`config.mk`:
```
export PLATFORM = sky130hd
export DESIGN_NAME = riscv_mc_ctrl_flat
export DESIGN_NICKNAME = d
export VERILOG_FILES = /design/src/rtl/riscv_mc_ctrl_if.sv /design/src/rtl/riscv_mc_ctrl.sv /design/src/flat_wrapper.sv
export SDC_FILE = /design/constraint.sdc
export NUM_CORES = 1
export LEC_CHECK = 0
export CORE_MARGIN = 1
export CORE_UTILIZATION = 40
export DETAILED_ROUTE_END_ITERATION = 16
export PLACE_DENSITY_LB_ADDON = 0.1
export REMOVE_ABC_BUFFERS = 1
export SETUP_SLACK_MARGIN = 0.2
export SYNTH_ARGS = -nofsm -noshare
export SYNTH_HDL_FRONTEND = slang
export SYNTH_SLANG_ARGS = --single-unit
```
`constraint.sdc`:
```
create_clock -name clk -period 2.3 [get_ports clk]
set_clock_uncertainty 0.2 [all_clocks]
set_input_delay 0.46 -clock clk [delete_from_list [all_inputs] [get_ports clk]]
set_output_delay 0.46 -clock clk [all_outputs]
set_load 0.05 [all_outputs]
```
`src/rtl/riscv_mc_ctrl_if.sv`:
```
// riscv_mc_ctrl_if: sequencing-controller bundle between the control FSM and the datapath/memory side.
interface riscv_mc_ctrl_if #(parameter int CNT_W = 32);
  logic             run;
  logic [6:0]       opcode;
  logic             br_taken;
  logic             mem_ready;
  logic             mem_req;
  logic             mem_we;
  logic             mem_sel_data;
  logic             ir_write;
  logic             pc_write;
  logic [1:0]       pc_src;
  logic             reg_write;
  logic             mem_to_reg;
  logic             illegal;
  logic [2:0]       state;
  logic [CNT_W-1:0] retired;
  modport master (
    input  run, opcode, br_taken, mem_ready,
    output mem_req, mem_we, mem_sel_data, ir_write, pc_write, pc_src,
           reg_write, mem_to_reg, illegal, state, retired
  );
  modport slave (
    output run, opcode, br_taken, mem_ready,
    input  mem_req, mem_we, mem_sel_data, ir_write, pc_write, pc_src,
           reg_write, mem_to_reg, illegal, state, retired
  );
endinterface

```
`src/rtl/riscv_mc_ctrl.sv`:
```
// riscv_mc_ctrl: multi-cycle FETCH/DECODE/EXEC/MEM/WB sequencer driving datapath strobes and a shared memory port.
module riscv_mc_ctrl #(
  parameter int CNT_W = 32
) (
  input  logic            clk,
  input  logic            rst_n,
  riscv_mc_ctrl_if.master bus
);
  typedef enum logic [2:0] {
    FETCH  = 3'd0,
    DECODE = 3'd1,
    EXEC   = 3'd2,
    MEM    = 3'd3,
    WB     = 3'd4,
    ILL    = 3'd7
  } state_e;
  state_e           state_q, state_d;
  logic             pend_q, pend_d;
  logic [CNT_W-1:0] retired_q, retired_d;
  logic             fetch_req;
  logic             is_br, is_jal, is_jalr, is_ld, is_st, is_alu, legal;
  assign is_br   = bus.opcode == 7'b1100011;
  assign is_jal  = bus.opcode == 7'b1101111;
  assign is_jalr = bus.opcode == 7'b1100111;
  assign is_ld   = bus.opcode == 7'b0000011;
  assign is_st   = bus.opcode == 7'b0100011;
  assign is_alu  = bus.opcode == 7'b0110011 || bus.opcode == 7'b0010011 ||
                   bus.opcode == 7'b0110111 || bus.opcode == 7'b0010111;
  assign legal   = is_br || is_jal || is_jalr || is_ld || is_st || is_alu;
  always_ff @(posedge clk or negedge rst_n) begin
    if (!rst_n) begin
      state_q   <= FETCH;
      pend_q    <= 1'b0;
      retired_q <= '0;
    end else begin
      state_q   <= state_d;
      pend_q    <= pend_d;
      retired_q <= retired_d;
    end
  end
  always_comb begin
    state_d   = state_q;
    pend_d    = 1'b0;
    retired_d = retired_q + CNT_W'(bus.pc_write);
    case (state_q)
      FETCH:   begin
        pend_d  = fetch_req && !bus.mem_ready;
        state_d = (fetch_req && bus.mem_ready) ? DECODE : FETCH;
      end
      DECODE:  state_d = legal ? EXEC : ILL;
      EXEC:    state_d = (is_br || is_jal || is_jalr) ? FETCH : (is_ld || is_st) ? MEM : WB;
      MEM:     state_d = !bus.mem_ready ? MEM : is_st ? FETCH : WB;
      WB:      state_d = FETCH;
      ILL:     state_d = ILL;
      default: state_d = FETCH;
    endcase
  end
  // a fetch request stays up until mem_ready even if run drops; every retirement coincides with pc_write
  always_comb begin
    fetch_req        = state_q == FETCH && rst_n && (bus.run || pend_q);
    bus.mem_req      = fetch_req || state_q == MEM;
    bus.mem_we       = state_q == MEM && is_st;
    bus.mem_sel_data = state_q == MEM;
    bus.ir_write     = fetch_req && bus.mem_ready;
    bus.pc_write     = (state_q == EXEC && (is_br || is_jal || is_jalr)) ||
                       (state_q == MEM && is_st && bus.mem_ready) || state_q == WB;
    bus.pc_src       = state_q != EXEC ? 2'd0 : is_jalr ? 2'd2 :
                       (is_jal || (is_br && bus.br_taken)) ? 2'd1 : 2'd0;
    bus.reg_write    = (state_q == EXEC && (is_jal || is_jalr)) || state_q == WB;
    bus.mem_to_reg   = state_q == WB && is_ld;
    bus.illegal      = state_q == ILL;
    bus.state        = state_q;
    bus.retired      = retired_q;
  end
endmodule

```
`src/flat_wrapper.sv`:
```
// flat-port wrapper written by rule: the top's interface ports become plain ports
module riscv_mc_ctrl_flat 
#(
  parameter int CNT_W = 32
)
  (clk, rst_n, bus_run, bus_opcode, bus_br_taken, bus_mem_ready, bus_mem_req, bus_mem_we, bus_mem_sel_data, bus_ir_write, bus_pc_write, bus_pc_src, bus_reg_write, bus_mem_to_reg, bus_illegal, bus_state, bus_retired);
  riscv_mc_ctrl_if #(.CNT_W(CNT_W)) bus_i ();
  input  logic clk;
  input  logic rst_n;
  input wire logic [$bits(bus_i.run)-1:0] bus_run;
  input wire logic [$bits(bus_i.opcode)-1:0] bus_opcode;
  input wire logic [$bits(bus_i.br_taken)-1:0] bus_br_taken;
  input wire logic [$bits(bus_i.mem_ready)-1:0] bus_mem_ready;
  output wire logic [$bits(bus_i.mem_req)-1:0] bus_mem_req;
  output wire logic [$bits(bus_i.mem_we)-1:0] bus_mem_we;
  output wire logic [$bits(bus_i.mem_sel_data)-1:0] bus_mem_sel_data;
  output wire logic [$bits(bus_i.ir_write)-1:0] bus_ir_write;
  output wire logic [$bits(bus_i.pc_write)-1:0] bus_pc_write;
  output wire logic [$bits(bus_i.pc_src)-1:0] bus_pc_src;
  output wire logic [$bits(bus_i.reg_write)-1:0] bus_reg_write;
  output wire logic [$bits(bus_i.mem_to_reg)-1:0] bus_mem_to_reg;
  output wire logic [$bits(bus_i.illegal)-1:0] bus_illegal;
  output wire logic [$bits(bus_i.state)-1:0] bus_state;
  output wire logic [$bits(bus_i.retired)-1:0] bus_retired;
  assign bus_i.run = bus_run;
  assign bus_i.opcode = bus_opcode;
  assign bus_i.br_taken = bus_br_taken;
  assign bus_i.mem_ready = bus_mem_ready;
  assign bus_mem_req = bus_i.mem_req;
  assign bus_mem_we = bus_i.mem_we;
  assign bus_mem_sel_data = bus_i.mem_sel_data;
  assign bus_ir_write = bus_i.ir_write;
  assign bus_pc_write = bus_i.pc_write;
  assign bus_pc_src = bus_i.pc_src;
  assign bus_reg_write = bus_i.reg_write;
  assign bus_mem_to_reg = bus_i.mem_to_reg;
  assign bus_illegal = bus_i.illegal;
  assign bus_state = bus_i.state;
  assign bus_retired = bus_i.retired;
  riscv_mc_ctrl #(.CNT_W(CNT_W)) u_core (.clk(clk), .rst_n(rst_n), .bus(bus_i));
endmodule
```
# [Word level (Yosys, flattened, before mapping)]
# Cells that the tools add are included.
[word_totals] register_bits=36 input_bits=12 output_inout_bits=45 wordCells=58
[op_classes] add_sub_neg=1 eq_ne=15 n_mux=11 reduce_logical=28
[op_table] operator="32-bit by 1-bit adder with 32-bit output" count=1
[op_table] operator="7-bit by 6-bit equality test with 1-bit output (second input constant)" count=3
[op_table] operator="7-bit equality test (second input constant)" count=3
[op_table] operator="1-bit logical OR" count=16
[op_table] operator="3-bit 2-to-1 mux" count=5
[op_table] operator="3-bit one-hot mux with 5 select lines" count=1
[op_table] operator="7-bit by 5-bit equality test with 1-bit output (second input constant)" count=2
[op_table] operator="1-bit logical AND" count=10
[op_table] operator="7-bit by 2-bit equality test with 1-bit output (second input constant)" count=1
[op_table] operator="3-bit by 2-bit equality test with 1-bit output (second input constant)" count=2
[op_table] operator="3-bit equality test (second input constant)" count=2
[op_table] operator="2-bit 2-to-1 mux" count=2
[op_table] operator="3-bit by 1-bit equality test with 1-bit output (second input constant)" count=1
[op_table] operator="3-bit zero test" count=1
[op_table] operator="1-bit 2-to-1 mux" count=3
[op_table] operator="3-bit by 2-bit inequality test with 1-bit output (second input constant)" count=1
[op_table] operator="1-bit zero test" count=1

# [Longest topological paths before layout]
[logic_depth] ltp_word=8 mapped_depth=11 mapped_depth_nobuf=10

# [Least setup slack after synthesis]
# No wires, ideal clock.
[synth_path] path_type="flip-flop to flip-flop" startpoint="register u_core.state_q[1], in the netlist u_core.bus.state[1]" endpoint="register u_core.retired_q[18], in the netlist u_core.bus.retired[18]" setup_ns=0.142 arrival_ns=3.684 required_ns=1.958 setup_slack_ns=-1.726 stages_incl_launch_ff=12 path_buffers=1 synth_period_minus_slack_ns=4.026 path_cell_list="dfrtp_1 -> buf_2 -> nor2b_1 -> nand2_1 -> nor2_1 -> o2bb2ai_1 -> ha_1 -> ha_1 -> inv_1 -> nor3_4 -> nand4_1 -> xnor2_1"
[synth_via] elab_chain_cells=6 elab_cells_between_ends=9 classes_between="1 x add/sub; 3 x eq/ne; 5 x reduce/logical"
[synth_lines] item="start, declared" line="riscv_mc_ctrl.sv:17" rtl="state_e state_q, state_d;"
[synth_lines] item="start signal, assigned" line="riscv_mc_ctrl.sv:36" rtl="state_q <= state_d;"
[synth_lines] item="3-bit by 2-bit equality test with 1-bit output"
[synth_lines] item="1-bit logical AND"
[synth_lines] item="via bus_mem_we" line="flat_wrapper.sv:15" rtl="output wire logic [$bits(bus_i.mem_we)-1:0] bus_mem_we;"
[synth_lines] item="1-bit logical AND" line="riscv_mc_ctrl.sv:66" rtl="(state_q == MEM && is_st && bus.mem_ready) || state_q == WB;"
[synth_lines] item="1-bit logical OR" line="riscv_mc_ctrl.sv:65" rtl="bus.pc_write = (state_q == EXEC && (is_br || is_jal || is_jalr)) ||"
[synth_lines] item="1-bit logical OR" line="riscv_mc_ctrl.sv:66"
[synth_lines] item="via bus_pc_write" line="flat_wrapper.sv:18" rtl="output wire logic [$bits(bus_i.pc_write)-1:0] bus_pc_write;"
[synth_lines] item="32-bit by 1-bit adder with 32-bit output" line="riscv_mc_ctrl.sv:44" rtl="retired_d = retired_q + CNT_W'(bus.pc_write);"
[synth_lines] item="via u_core.retired_d[18]" line="riscv_mc_ctrl.sv:19" rtl="logic [CNT_W-1:0] retired_q, retired_d;"
[synth_lines] item="end signal, assigned" line="riscv_mc_ctrl.sv:38" rtl="retired_q <= retired_d;"
[synth_lines] item="end, declared" line="riscv_mc_ctrl.sv:19"
# The timed path passes the listed nets, and every way through them passes these cells.

# [Worst setup path in the final report]
[layout_path] startpoint="register u_core.state_q[1], in the netlist u_core.bus.state[1]" endpoint="output port bus_pc_write"
[layout_via] elab_chain_cells=5 elab_cells_between_ends=8 classes_between="3 x eq/ne; 5 x reduce/logical"
[layout_lines] item="3-bit by 2-bit equality test with 1-bit output" line="riscv_mc_ctrl.sv:66"
[layout_lines] item="1-bit logical AND (2 in a row)" line="riscv_mc_ctrl.sv:66"
[layout_lines] item="1-bit logical OR" line="riscv_mc_ctrl.sv:65"
[layout_lines] item="1-bit logical OR *" line="riscv_mc_ctrl.sv:66"
[layout_lines] item="end, declared" line="flat_wrapper.sv:18"
# Every way passes the cells marked *; elsewhere a longest branch is shown, timed or not.

==> impl_metrics.tcl <==
set metrics [dict create \
    syn_to_final_growth_pct 83.65 \
    r2r_start "u_core.bus.state[2]" \
    worstPathArrival_ps 1740 \
    finalHoldViolations 0 \
    ys_seq_area_share_pct 48.65 \
    yosysTopAreaCellShare_pct 48.65 \
    ys.flop_type "dfrtp_1" \
    critPathKind "reg -> out" \
    post-route-min-period_ps 2396 \
    detail-route-antenna-nets 0 \
    fin_nets 304 \
    crit_top_cell "buf_4" \
    clockBufferDepth 2 \
    floorplan.io_pins 57 \
    vias 1850 \
    yosys-top-cells-area "dfrtp_1, xnor2_1, nand3_1" \
    violations "negative setup slack" \
    worstMarginPinSlew_ps 505.8 \
    cts_sinks 36 \
    reg2regPathDepth 11 \
    grt_use_total_pct 22.09 \
    row_count 24 \
    dp_hpwl_mm 3.591 \
    path_cells "nor2b_2, buf_4, a31oi_1, o2bb2ai_2, buf_4, buf_6, buf_12" \
    finalSetupViolCount 8 \
    wl_per_cell_um 17.66 \
    clk_pin_slew_ps 80 \
    ir_worst_vdd_mv 0.7221 \
    ys_ff_latch 36 \
    overflow 0 \
    leakagePower_nw 1.703 \
    dr.pass1.iters 4 \
    hold_path_class "reg -> reg" \
    status "finished, violations left" \
    dr.first_iter.drc_count 107 \
    end_kind "primary output" \
    grt_pass1_wl_mm 8.618 \
    start_kind "register" \
    cts.hold.buffers_added 0 \
    holdWs_ps 278.5 \
    regToRegSetupSlack_ps -30 \
    routed_wl_mm 6.058 \
    slew_headroom_pct 66.41 \
    synthArstFlopShare_pct 100.0 \
    place_congestion 0.8516 \
    layout_setup_ws_ps -96.06 \
    fp.dieW_um 70.04 \
    diodes 0 \
    synth-edff-count 0 \
    slowest_stage "dfrtp_1" \
    cp-endpoint "bus_pc_write" \
    via_per_inst 5.394 \
    yosysWarnings 0 \
    synth_commonest_cells "dfrtp_1, xnor2_1, nand2_1, nand3_1" \
    rsz0062_at_grt "true" \
    cts_tree "yes" \
    syn_area_mm2 0.001852 \
    required_ps 1640 \
    synth_most_common_cell "dfrtp_1" \
    period_share_pct 104.2 \
    insertion_delay_ps 290 \
    power.density_mw_per_mm2 825.7 \
    avgSynthCellArea_um2 10.46 \
    die_h_um 70.04 \
    drc 0 \
    drv_cap 0 \
    slew_viol_final 0 \
    antenna_found_initial 0 \
    fillers 278 \
    critical_path.max_fanout 2 \
    cts_buffers 5 \
    core-area_mm2 0.004414 \
    io_buffer_count 56 \
    start_util_pct 41.95 \
    max_stage_delay_ps 390 \
    die-area_mm2 0.004906 \
    h-tree-depth 2 \
    synthCells 177 \
    root_buffer "clkbuf_8" \
    cp-startpoint "u_core.bus.state[1]" \
    fmax_mhz 417.4 \
    grt_max_degree 37 \
    ys_types 40 \
    reg2reg_to "u_core.bus.retired[16]" \
    synth_area_leader_cell "dfrtp_1" \
    drive_above_1_share_pct 45.70 \
    grt_pass1_vias 1809 \
    place_ws_ps -798.4 \
]
[cells by family (layout without fill, tap and decap cells)]
logic type      Yosys count  after routing  synth area share (%)
fa+ha+maj                 2              2                 1.351
compound gates           15             15                 5.744
mux                       1              1                0.5406
simple gates             83             83                 26.89
xor+xnor                 31             31                 14.66
buf+inv                   9            123                 2.162
flops                    36             36                 48.65
[stage by stage]
step / utilization (%) / power (mW) / instances / cell area (µm²) / setup TNS [ps]
3_5_place_dp: 63.24 / 1.759 / 314 / 2791 / -21070
5_1_grt: 77.04 / 2.924 / 343 / 3401 / -2091
4_1_cts: 71.06 / 2.477 / 331 / 3137 / -14.43
6_report: 77.04 / 2.808 / 343 / 3401 / -218.5
2_1_floorplan: - / 1.306 / 173 / 1831 / -50620
3_3_place_gp: 63.24 / 1.744 / 314 / 2791 / -18550
[placed cells by master (no fill, tap or decap), drive strengths merged, types with 2 or more instances in the layout]
cell type     n
and3          4
nand2b        2
ha            2
o2bb2ai       2
nand4        13
and4          5
nand2        16
xor2          6
xnor2        25
nor4          2
a211oi        2
nor2b         3
clkbuf        9
dfrtp        36
nor2         12
nor3          5
buf          74
a21oi         4
inv           5
nand3        16
dlygate4sd2  33
[layout make-up]
type	instances	area, µm²	area share [%]
clock buffers	7	96.34	2.833
clock inverters	1	30.03	0.8830
inverters	5	26.28	0.7726
multi-input cells	132	1195	35.14
flip-flops and latches	36	902.1	26.53
well taps	52	65.06	1.913
repair buffers	110	1086	31.94
[how the worst min path moves through the flow]
stage / end / start / cells past startpoint
after floorplan: u_core.bus.retired[0] / rst_n / 0
after detailed placement: u_core.bus.retired[31] / u_core.bus.retired[31] / 1
after CTS: u_core.bus.retired[31] / u_core.bus.retired[31] / 1
final: u_core.bus.retired[31] / u_core.bus.retired[31] / 1
after global routing: u_core.bus.retired[31] / u_core.bus.retired[31] / 1
after global placement: u_core.bus.retired[31] / u_core.bus.retired[31] / 1
[per-layer routing]
layer | GRT usage (%) | part of all wire, %
met1 | 27.21 | 41
met2 | 39.21 | 54
met3 | 4.906 | 3.4
met4 | 5.111 | 1.3
met5 | 0 | 0
[worst max-delay path, delay by kind of cell, from the launching register on]
kind / cells / cell delay (ps)
buf+inv: 4 / 540
simple gates: 1 / 170
compound gates: 2 / 340
flops: 1 / 390
[registers in the layout (all words and copies together), names as in the netlist]
name and count:
u_core.bus.retired 32, u_core.pend_q 1, u_core.bus.state 3
[report_power, final]
group	leakage [nW]	internal [mW]	switching [mW]
combinational	1.15	0.634	0.743
clock	0.0645	0.383	0.238
sequential	0.491	0.700	0.110
[timing repair]
action,CTS,global route
pin swaps,31,20
setup endpoints to repair,69,36
buffers inserted,9,11
gates resized for setup,111,36
gates cloned,0,1
No activity file was read; power rests on OpenSTA's default activity.
